$ cat config.mk
export PLATFORM = sky130hd
export DESIGN_NAME = usb_frame_arbiter
export DESIGN_NICKNAME = d
export VERILOG_FILES = /design/src/rtl/usb_arb_pkg.sv /design/src/rtl/rr_picker.sv /design/src/rtl/usb_frame_arbiter.sv
export SDC_FILE = /design/constraint.sdc
export NUM_CORES = 1
export LEC_CHECK = 0
export BUFFER_PORTS_ARGS = -buffer_cell sky130_fd_sc_hd__buf_2
export CORE_MARGIN = 5
export CORE_UTILIZATION = 45
export DETAILED_ROUTE_END_ITERATION = 7
export PLACE_DENSITY_LB_ADDON = 0.05
export SLEW_MARGIN = 40
export SYNTH_ARGS = -nofsm -noshare
export SYNTH_HDL_FRONTEND = slang
export SYNTH_HIERARCHICAL = 1
export SYNTH_SLANG_ARGS = --single-unit
$ cat constraint.sdc
create_clock -name clk_i -period 2.3 [get_ports clk_i]
set_input_delay 0.345 -clock clk_i [delete_from_list [all_inputs] [get_ports clk_i]]
set_output_delay 0.345 -clock clk_i [all_outputs]
set_load 0.02 [all_outputs]
$ cat src/rtl/usb_arb_pkg.sv
// Shared types and helpers for the USB frame arbiter and later multi-source blocks.
// Defines the arbiter state encoding and the round-robin "next requester" search.
package usb_arb_pkg;

    typedef enum logic [2:0] {
        IDLE,
        GRANT,
        STREAM,
        DRAIN,
        GAP
    } arb_state_t;

    localparam int MAX_SRC   = 8;
    localparam int SRC_IDX_W = 3;

    // First set bit of req strictly after ptr, wrapping at n-1; returns ptr when req is empty.
    function automatic int rr_next(input logic [MAX_SRC-1:0] req, input int ptr, input int n);
        int res;
        int idx;
        res = ptr;
        for (int k = MAX_SRC; k >= 1; k--) begin
            idx = (ptr + k) % n;
            if (k <= n && req[idx[SRC_IDX_W-1:0]]) begin
                res = idx;
            end
        end
        return res;
    endfunction

endpackage

$ cat src/rtl/rr_picker.sv
// Combinational round-robin priority encoder: picks the first requester after ptr_i.
// found_o is set whenever any request is pending.
module rr_picker
    import usb_arb_pkg::*;
#(
    parameter int N  = 4,
    parameter int IW = 2
) (
    input  logic [N-1:0]  req_i,
    input  logic [IW-1:0] ptr_i,
    output logic [IW-1:0] idx_o,
    output logic          found_o
);

    logic [MAX_SRC-1:0] req_ext;

    always_comb begin
        req_ext          = '0;
        req_ext[N-1:0]   = req_i;
        idx_o            = IW'(rr_next(req_ext, int'(ptr_i), N));
        found_o          = |req_i;
    end

endmodule

$ cat src/rtl/usb_frame_arbiter.sv
// Shares one USB byte stream between NB_SRC frame sources, one whole frame per grant,
// round-robin order, with a start-of-frame watchdog and a maximum frame length.
module usb_frame_arbiter
    import usb_arb_pkg::*;
#(
    parameter int NB_SRC        = 4,
    parameter int DATA_WIDTH    = 8,
    parameter int MAX_FRAME_LEN = 64,
    parameter int START_TIMEOUT = 16
) (
    input  logic                             clk_i,
    input  logic                             rst_i,
    input  logic [NB_SRC-1:0]                src_req_i,
    input  logic [NB_SRC-1:0][DATA_WIDTH-1:0] src_data_i,
    input  logic [NB_SRC-1:0]                src_valid_i,
    input  logic [NB_SRC-1:0]                src_frame_i,
    output logic [NB_SRC-1:0]                src_gnt_o,
    output logic [DATA_WIDTH-1:0]            data_o,
    output logic                             valid_o,
    output logic                             frame_o,
    output logic                             busy_o,
    output logic                             timeout_o,
    output logic                             overflow_o
);

    localparam int IDX_W  = (NB_SRC > 1) ? $clog2(NB_SRC) : 1;
    localparam int CNT_W  = $clog2(MAX_FRAME_LEN + 1);
    localparam int WAIT_W = $clog2(START_TIMEOUT + 1);

    arb_state_t              state_q;
    logic [IDX_W-1:0]        ptr_q;
    logic [IDX_W-1:0]        sel_q;
    logic [WAIT_W-1:0]       wait_q;
    logic [CNT_W-1:0]        cnt_q;
    logic [NB_SRC-1:0]       gnt_q;
    logic [DATA_WIDTH-1:0]   data_q;
    logic                    valid_q;
    logic                    frame_q;
    logic                    busy_q;
    logic                    timeout_q;
    logic                    overflow_q;

    logic [IDX_W-1:0]        pick_idx;
    logic                    pick_found;
    logic                    sel_req;
    logic                    sel_valid;
    logic                    sel_frame;
    logic [DATA_WIDTH-1:0]   sel_data;

    rr_picker #(
        .N  (NB_SRC),
        .IW (IDX_W)
    ) u_picker (
        .req_i   (src_req_i),
        .ptr_i   (ptr_q),
        .idx_o   (pick_idx),
        .found_o (pick_found)
    );

    // Only the granted source is ever looked at; everything else on the inputs is ignored.
    assign sel_req   = src_req_i[sel_q];
    assign sel_valid = src_valid_i[sel_q];
    assign sel_frame = src_frame_i[sel_q];
    assign sel_data  = src_data_i[sel_q];

    // Handshake: a source may drive frame/valid/data only while its src_gnt_o bit is set;
    // it keeps src_req_i high until its frame ends, dropping it early withdraws the request.
    always_ff @(posedge clk_i or posedge rst_i) begin
        if (rst_i) begin
            state_q    <= IDLE;
            ptr_q      <= IDX_W'(NB_SRC - 1);
            sel_q      <= '0;
            wait_q     <= '0;
            cnt_q      <= '0;
            gnt_q      <= '0;
            data_q     <= '0;
            valid_q    <= 1'b0;
            frame_q    <= 1'b0;
            busy_q     <= 1'b0;
            timeout_q  <= 1'b0;
            overflow_q <= 1'b0;
        end else begin
            timeout_q  <= 1'b0;
            overflow_q <= 1'b0;
            case (state_q)
                IDLE: begin
                    if (pick_found) begin
                        gnt_q   <= NB_SRC'(1) << pick_idx;
                        sel_q   <= pick_idx;
                        ptr_q   <= pick_idx;
                        wait_q  <= '0;
                        cnt_q   <= '0;
                        busy_q  <= 1'b1;
                        state_q <= GRANT;
                    end
                end
                GRANT: begin
                    if (sel_frame) begin
                        data_q  <= sel_data;
                        valid_q <= sel_valid;
                        frame_q <= 1'b1;
                        cnt_q   <= sel_valid ? CNT_W'(1) : '0;
                        state_q <= STREAM;
                    end else if (!sel_req) begin
                        gnt_q   <= '0;
                        state_q <= GAP;
                    end else if (wait_q == WAIT_W'(START_TIMEOUT - 1)) begin
                        gnt_q     <= '0;
                        timeout_q <= 1'b1;
                        state_q   <= GAP;
                    end else begin
                        wait_q <= wait_q + WAIT_W'(1);
                    end
                end
                STREAM: begin
                    if (!sel_frame) begin
                        data_q  <= '0;
                        valid_q <= 1'b0;
                        frame_q <= 1'b0;
                        gnt_q   <= '0;
                        state_q <= GAP;
                    end else if (sel_valid && cnt_q == CNT_W'(MAX_FRAME_LEN)) begin
                        // Truncate: grant stays so the source can finish its frame unheard.
                        data_q     <= '0;
                        valid_q    <= 1'b0;
                        frame_q    <= 1'b0;
                        overflow_q <= 1'b1;
                        state_q    <= DRAIN;
                    end else begin
                        data_q  <= sel_data;
                        valid_q <= sel_valid;
                        frame_q <= 1'b1;
                        if (sel_valid) begin
                            cnt_q <= cnt_q + CNT_W'(1);
                        end
                    end
                end
                DRAIN: begin
                    if (!sel_frame) begin
                        gnt_q   <= '0;
                        state_q <= GAP;
                    end
                end
                GAP: begin
                    busy_q  <= 1'b0;
                    state_q <= IDLE;
                end
                default: begin
                    gnt_q   <= '0;
                    busy_q  <= 1'b0;
                    state_q <= IDLE;
                end
            endcase
        end
    end

    assign src_gnt_o  = gnt_q;
    assign data_o     = data_q;
    assign valid_o    = valid_q;
    assign frame_o    = frame_q;
    assign busy_o     = busy_q;
    assign timeout_o  = timeout_q;
    assign overflow_o = overflow_q;

endmodule

# ---- Yosys cells after proc, flatten, opt, wreduce, memory -nomap -nowiden
# Cells that the tools add are included.
dict set report classes {
  reduce_logical 19
  n_eq_ne 19
  bitwise 6
  muxes 67
  magnitude_cmp 5
  n_addsub 6
  n_mul 0
  shift 1
  div_mod_pow 0
}
# cell count
set ops {}
lappend ops {{7-bit 2-to-1 mux} 5}
lappend ops {{8-bit 2-to-1 mux} 4}
lappend ops {{1-bit 2-to-1 mux} 22}
lappend ops {{3-bit 2-to-1 mux} 7}
lappend ops {{7-bit one-hot mux with 3 select lines} 1}
lappend ops {{4-bit 2-to-1 mux} 5}
lappend ops {{5-bit 2-to-1 mux} 4}
lappend ops {{2-bit != test, second input constant} 10}
lappend ops {{8-bit binary-select mux with 2-bit select} 1}
lappend ops {{3-bit by 4-bit less-than comparator with 1-bit output, second input constant} 4}
lappend ops {{4-bit one-hot mux with 4 select lines} 1}
lappend ops {{8-bit one-hot mux with 2 select lines} 1}
lappend ops {{1-bit binary-select mux with 3-bit select} 4}
lappend ops {{3-bit one-hot mux with 4 select lines} 1}
lappend ops {{5-bit one-hot mux with 2 select lines} 1}
lappend ops {{5-bit AND reduction} 2}
lappend ops {{2-bit OR reduction} 5}
lappend ops {{2-bit 2-to-1 mux} 4}
lappend ops {{7-bit by 1-bit adder with 7-bit output, second input constant} 1}
lappend ops {{7-bit equality test, second input constant} 1}
lappend ops {{1-bit binary-select mux with 2-bit select} 3}
lappend ops {{3-bit by 2-bit equality test with 1-bit output, second input constant} 2}
lappend ops {{3-bit != test, second input constant} 2}
lappend ops {{1-bit one-hot mux with 2 select lines} 3}
lappend ops {{other kinds (20)} 29}
dict set report totals {
  latch_bits 0
  reg_bits 36
  word_cells 135
  out_inout_bits 17
  memories 0
  ram_bits 0
  rom_bits 0
  input_bits 46
}

# ---- Longest topological paths before layout
# Gate-level depths: netlist (run 1).
dict set report depth {
  depth_word 12
  mapped_depth 7
  depth_no_buf 7
}

# ---- Hierarchy
# The synthesis (run 1) kept the hierarchy.
# mod area_each_um2 seq_area_each_um2 n_inst cells_each
set modules_own_cells {}
lappend modules_own_cells {usb_frame_arbiter 2097.0 903.4 1 195}
lappend modules_own_cells {rr_picker 82.6 0.0 1 14}

# ---- Worst setup path before layout (run 1)
# No wires, ideal clock.
dict set report synth_timing {
  kind {reg-to-reg}
  start {register wait_q[0]}
  end {register gnt_q[0], in the netlist src_gnt_o[0]}
  required_ns 2.175
  t_arrival_ns 1.894
  n_path_buf 0
  stages_incl_launch_ff 8
  setup_slack_ns 0.281
  period_less_slack_ns 2.019
  path_cell_list {dfrtp_1 ha_1 and3_1 ha_1 nor4b_4 and2_4 o21bai_4 mux2_4}
}
dict set report synth_via {
  elab_chain_len 3
}
# element line
set synth_rtl {}
lappend synth_rtl {{start: declaration} usb_frame_arbiter.sv:33} ;# logic [WAIT_W-1:0] wait_q;
lappend synth_rtl {{start signal: assignment} usb_frame_arbiter.sv:112} ;# wait_q <= wait_q + WAIT_W'(1);
lappend synth_rtl {{5-bit by 4-bit equality test with 1-bit output} usb_frame_arbiter.sv:107} ;# end else if (wait_q == WAIT_W'(START_TIMEOUT - 1)) begin
lappend synth_rtl {{3-bit != test (no line)} n/a}
lappend synth_rtl {{5-bit AND reduction (no line)} n/a}
lappend synth_rtl {{end signal: assignment} usb_frame_arbiter.sv:88} ;# gnt_q <= NB_SRC'(1) << pick_idx;
lappend synth_rtl {{end: declaration} usb_frame_arbiter.sv:35} ;# logic [NB_SRC-1:0] gnt_q;
# No other way between the ends.
# A chain may end at the register's enable or synchronous reset.

# ---- Worst setup path after layout (run 1)
dict set report layout_timing {
  start {register wait_q[0]}
  end {register gnt_q[2], in the netlist src_gnt_o[2]}
}
# The elaborated chain is that of the path after synthesis.

==> results of run 1 <==
cell type report:
type / instances / area, um^2 / share of cell area
Multi-Input combinational cell: 145 / 1150 / 0.429
Sequential cell: 36 / 903 / 0.336
Timing Repair Buffer: 71 / 378 / 0.141
Clock buffer: 8 / 90.1 / 0.0335
Tap cell: 67 / 83.8 / 0.0312
Inverter: 21 / 78.8 / 0.0293
synth_stat cells, drive strengths merged, types with 2 or more instances:
cell,n,area share
dfrtp,34,0.39
nand2b,2,0.0057
mux4,11,0.12
o22a,5,0.020
nor2,4,0.0069
a21oi,8,0.018
mux2i,4,0.018
o21bai,2,0.012
nor4b,2,0.015
and2,2,0.0069
dfstp,2,0.024
o211ai,2,0.0069
nor3b,4,0.016
nor3,7,0.016
buf,6,0.019
nand3b,2,0.013
o21ai,17,0.039
o22ai,2,0.0057
nand3,7,0.016
ha,4,0.023
a31oi,2,0.0057
and3,3,0.0086
mux2,4,0.028
inv,21,0.036
or3,3,0.0086
nand2,32,0.055
nor4,2,0.0057
state kept, by name, summed over array words and instances, names as in the netlist:
signal	cells
frame_o	1
valid_o	1
busy_o	1
overflow_o	1
timeout_o	1
sel_q	2
state_q	3
src_gnt_o	4
data_o	8
wait_q	5
cnt_q	7
ptr_q	2
tightest hold or removal path, stage by stage:
cell   delay [ns]
buf_2        0.09
inv_1        0.04
buf_4        0.39
layer usage:
layer,share of wire,track usage
met5,0,0
met4,0.012,0.0464
met3,0.072,0.0485
met2,0.44,0.251
met1,0.48,0.235
worst max-delay path by stage:
stage | start | depth (start not counted) | to
2_1_floorplan | wait_q[0] | 7 | src_gnt_o[0]
3_3_place_gp | wait_q[0] | 7 | src_gnt_o[0]
3_5_place_dp | wait_q[0] | 7 | src_gnt_o[2]
4_1_cts | wait_q[0] | 7 | src_gnt_o[2]
5_1_grt | wait_q[0] | 7 | src_gnt_o[2]
6_report | wait_q[0] | 7 | src_gnt_o[2]
cells by family after synthesis:
group | after synthesis | share of synthesized area
mux | 19 | 0.170
compound gates | 46 | 0.139
buf+inv | 28 | 0.0568
simple gates | 76 | 0.196
flops | 36 | 0.414
fa+ha+maj | 4 | 0.0230
power breakdown:
part	internal, W	total (W)	switching, W
Sequential	0.000853	0.00103	0.000179
Clock	0.000244	0.000462	0.000218
Combinational	0.000781	0.00171	0.000927
through the flow:
stage | hold slack (ns) | area, um^2
finish | 0.159 | 2690
global route | 0.205 | 2690
CTS | 0.178 | 2690
detailed placement | 0.465 | 2600
global placement | 0.458 | 2600
floorplan | 0.454 | 2180
==> impl_metrics.yaml, run 1 <==
final_layout:
  stdcell_count: 348
  drive_gt1_frac: 0.335
  final_nets: 330
  layout_commonest_cell: "buf_2"
  antennaDiodeCount: 0
  utilization: 0.569
  syn2layout_area_growth_pct: 23.2
  final_cell_mix: "buf_2, dfrtp_1, nand2_1"
  fillers: 404
routing:
  viasPerCell: 5.21
  drtPass1Iterations: 4
  wl_mm: 4.79
  drt_drc_violations_left: 0
  num_vias: 1813
  wire_per_inst_um: 13.8
  initialDrtViolationCount: 130
  postRouteAntennaNets: 0
critical_path:
  cpLargestDelayFamily: "simple AND/OR/NAND/NOR gates"
  cp_max_fo: 4
  reg2regPathDepth: 7
  crit_path_end_kind: "flip-flop"
  r2r_start: "wait_q[0]"
  cp_num_buf_inv: 0
  reg2reg_slack_ns: 0.17
  crit_path_start_kind: "flip-flop"
  worstPathRequired_ns: 2.47
  slowest_stage: "dfrtp_1"
  worstPathCellList: "ha_1 -> and3_1 -> ha_1 -> nor4b_4 -> and2_4 -> o21bai_4 -> mux2_4"
  cpPeakStageDelay_ns: 0.41
  crit_top_cell: "ha_1"
  arrival_ns: 2.30
  crit_type: "flip-flop to flip-flop"
  r2r-end: "src_gnt_o[2]"
floorplan:
  die_h_um: 79.6
  initial_core_util: 0.461
  rows: 25
  coreArea_mm2: 0.00472
  die_area_mm2: 0.00634
  io_pins: 63
  fp.dieW_um: 79.6
sta:
  finalSetupViolCount: 0
  rsz0062_at_grt: "no"
  finalMaxSlewViolations: 0
  fmaxAchievable_ghz: 0.469
  period_share: 0.927
  tns_ns: 0
  fin_ws_ns: 0.169
  hold_viol_final: 0
  tightest_slew_ns: 0.657
  slew-limit-headroom: 0.559
  fin_crit_ns: 2.13
  worst_clock_skew_ns: 0.00474
grt:
  grt_pass1_wl_mm: 8.42
  antenna_found_initial: 0
  track_usage: 0.167
  grt_max_degree: 37
  gr-total-overflow: 0
  grt_pass1_vias: 1826
yosys:
  ys_ff_latch: 36
  synth-main-ff-cell: "dfrtp_1"
  synthArstFlopShare: 1.00
  synth_area_per_cell_um2: 10.4
  synth_edf_count: 0
  yosys_warnings: 6
  netlist_area_mm2: 0.00218
  synth_cells: 209
  ys_seq_area_frac: 0.414
  synthDistinctLibCells: 51
  mappedNetlistNets: 259
placement:
  pre_cts_ws_ns: 0.177
  place_congestion: 0.748
  dp_hpwl_mm: 3.69
  dp.cells: 340
  io_buffers: 62
cts:
  cts-buffers-inserted: 5
  cts_tree: "yes"
  clk_latency_ns: 0.28
  clkTransAtPathRegs_ns: 0.07
  cts_hold_buf: 0
  postCtsSetupBuffers: 0
  ctsHtreeMaxLevel: 2
  clock_path_buffers: 2
  post_cts_resized: 0
  clock-root-buffer: "clkbuf_8"
  cts_num_sinks: 36
power_and_ir_drop:
  p_per_area_mw_per_mm2: 1190
  cellLeakagePower_nw: 1.33
  irDropWorstVdd_v: 0.000692
  total_power_w: 0.00320
job:
  cap_violations: 0
status:
  status: "finished clean"
hold_path:
  worstHoldPathType: "input port to async pin"
Power figures use the tool's default switching activity.
==> run 2: changes to the inputs <==
--- a/config.mk
+++ b/config.mk
@@ -15,3 +15,2 @@
 export SYNTH_HDL_FRONTEND = slang
-export SYNTH_HIERARCHICAL = 1
 export SYNTH_SLANG_ARGS = --single-unit
==> constraint.sdc (replaced) <==
create_clock -name clk_i -period 2.3 [get_ports clk_i]
set_input_delay 0.46 -clock clk_i [delete_from_list [all_inputs] [get_ports clk_i]]
set_output_delay 0.46 -clock clk_i [all_outputs]
set_load 0.02 [all_outputs]
==> run 2 against run 1 <==
Effect of this change:
- register-to-register slack better by 0.05 ns
- flip-flop and latch count stayed put
- worst hold slack better by 0.096 ns
- largest cell class unchanged
- largest power group unchanged
==> impl_metrics.yaml, run 2 <==
critical_path:
  cpLargestDelayFamily: "simple AND/OR/NAND/NOR gates"
  crit_path_end_kind: "flip-flop"
  worstPathCellList: "ha_1 -> and3_1 -> ha_1 -> nor4b_2 -> and2_1 -> o21ai_2 -> mux2_2"
  crit_type: "flip-flop to flip-flop"
  arrival_ns: 2.25
  cp_num_buf_inv: 0
  cp_max_fo: 4
  worstPathRequired_ns: 2.47
  slowest_stage: "dfrtp_1"
  cpPeakStageDelay_ns: 0.40
  r2r_start: "wait_q[0]"
  startpoint: "wait_q[0]"
  crit_path_start_kind: "flip-flop"
  crit_top_cell: "ha_1"
power_and_ir_drop:
  irDropWorstVdd_v: 0.000629
  p_per_area_mw_per_mm2: 1220
  clkPwrFrac: 0.153
  p_int_w: 0.00188
  p_switching_w: 0.00139
  cellLeakagePower_nw: 1.33
  switching_share: 0.425
  p_seq_frac: 0.320
  combPwrFrac: 0.527
yosys:
  synth_top_family_by_area: "compound AO/OA/AOI/OAI gates"
  yosys_warnings: 0
  synthDistinctLibCells: 59
  mappedNetlistNets: 258
  ys_seq_area_frac: 0.405
  synth_area_per_cell_um2: 10.7
  yosys.area_share.adder: 0.0225
  netlist_area_mm2: 0.00223
  synth_cells: 208
  synth_largest_area_cell: "dfrtp_1"
  synth-main-ff-cell: "dfrtp_1"
  synth_common_cells: "dfrtp_1, nand2_1, inv_1, mux4_2, nor2_1"
  synth.top_cells.by_area: "dfrtp_1, mux4_2, nand2_1"
  synth_top_area_frac: 0.382
  synthArstFlopShare: 1.00
  muxShareOfSynthArea: 0.125
  synth_compound_area_frac: 0.197
  synth_edf_count: 0
  ys_ff_latch: 36
  synth.most_common_cell: "dfrtp_1"
  yosys.area_share.simple: 0.176
  synthXorXnorAreaFrac: 0.00786
floorplan:
  die_area_mm2: 0.00646
  die_h_um: 80.4
  rows: 25
  io_pins: 63
  coreArea_mm2: 0.00475
  fp.dieW_um: 80.4
  initial_core_util: 0.469
routing:
  viasPerCell: 5.39
  postRouteAntennaNets: 0
  wl_mm: 4.99
  drt_drc_violations_left: 0
  drtPass1Iterations: 5
  initialDrtViolationCount: 101
  num_vias: 1826
  wire_per_inst_um: 14.7
cts:
  postCtsSetupBuffers: 0
  clock-root-buffer: "clkbuf_8"
  clkTransAtPathRegs_ns: 0.07
  ctsHtreeMaxLevel: 2
  clk_latency_ns: 0.29
  cts_tree: "yes"
  cts_hold_buf: 0
  clock_path_buffers: 2
  cts-buffers-inserted: 5
  post_cts_resized: 0
  cts_num_sinks: 36
placement:
  io_buffers: 62
  place_congestion: 0.812
  pre_cts_ws_ns: 0.141
  dp_hpwl_mm: 3.80
sta:
  tightest_slew_ns: 0.627
  period_share: 0.905
  worst_clock_skew_ns: 0.00784
  rsz0062_at_grt: "no"
  fmaxAchievable_ghz: 0.481
  slew-limit-headroom: 0.576
  tns_ns: 0
  hold_viol_final: 0
  fin_crit_ns: 2.08
  fin_ws_ns: 0.219
  finalSetupViolCount: 0
  finalMaxSlewViolations: 0
grt:
  antenna_found_initial: 0
  grt_pass1_vias: 1900
  grt_pass1_wl_mm: 8.78
  track_usage: 0.176
  grt_max_degree: 37
  gr-total-overflow: 0
status:
  status: "finished clean"
final_layout:
  final_nets: 321
  drive_gt1_frac: 0.371
  final_cell_mix: "buf_2, dfrtp_1, nand2_1"
  fillers: 438
  largest_reg_flops: 8
  antennaDiodeCount: 0
  syn2layout_area_growth_pct: 20.6
  utilization: 0.565
  layout_commonest_cell: "buf_2"
hold_path:
  worstHoldPathType: "input port to async pin"
job:
  cap_violations: 0
[run 2: changes by cell type in the layout (fill, tap and decap cells not counted), moves of 6 or more]
cell and change:
mux4_2 +6, o21ai_1 +8, mux4_1 -6, o21ai_0 -13, nor2_1 +7, nand2_1 -15
[run 2: path summary, 6_finish.rpt]
kind,endpoint,slack (ns),depth (start not counted)
min reg2reg,frame_o,0.48,2
max in group asynchronous,ptr_q[1],1.69,3
max reg2reg,wait_q[0],0.22,7
min,src_gnt_o[3],0.25,3
min in group clk_i,frame_o,0.48,2
max,wait_q[0],0.22,7
[run 2: worst reg2reg max path, delay by kind of cell, from the launching register on]
family	cells	cell delay [ns]
AOI/OAI and AO/OA	1	0.10
adders and majority gates	2	0.43
DFF	1	0.40
muxes	1	0.27
and+or+nand+nor	3	0.78
[run 2: final cells by class]
type | count | area (um^2) | area share
clock buffer | 8 | 100 | 0.0372
inverter | 16 | 60.1 | 0.0223
multi-input combinational | 144 | 1180 | 0.441
sequential | 36 | 903 | 0.336
tap | 67 | 83.8 | 0.0312
timing repair buffer | 68 | 355 | 0.132
[run 2: through the flow]
stage          hold slack [ns]  instances  power (W)  instance area (um^2)
6_report                 0.255        339    0.00327                  2690
5_1_grt                  0.299        339    0.00355                  2690
4_1_cts                  0.267        339    0.00331                  2680
3_5_place_dp             0.470        331    0.00280                  2580
3_3_place_gp             0.456        331    0.00279                  2580
2_1_floorplan            0.466        208    0.00244                  2230
[run 2: power groups by stage]
stage / Combinational, W / Sequential [W] / Clock, W
floorplan: 0.00136 / 0.00108 / 0
global placement: 0.00173 / 0.00105 / 0
detailed placement: 0.00175 / 0.00106 / 0
CTS: 0.00175 / 0.00105 / 0.000520
global route: 0.00192 / 0.00108 / 0.000546
finish: 0.00172 / 0.00105 / 0.000500
[run 2: kinds of logic (layout without fill, tap and decap cells)]
logic type	count (synthesis)	after routing
multiplexers	14	14
AND/OR/NAND/NOR	68	68
adder cells (fa/ha/maj)	4	4
flip-flops	36	36
AO/OA/AOI/OAI	56	56
XOR/XNOR	2	2
buffers and inverters	28	92
[run 2: per-layer routing]
metal / track usage / vias to the layer above / share of wire
met4: 0.0608 / 0 / 0.0096
met5: 0 / - / 0
met3: 0.0538 / 5 / 0.061
li1: - / 905 / -
met2: 0.276 / 51 / 0.47
met1: 0.229 / 865 / 0.46
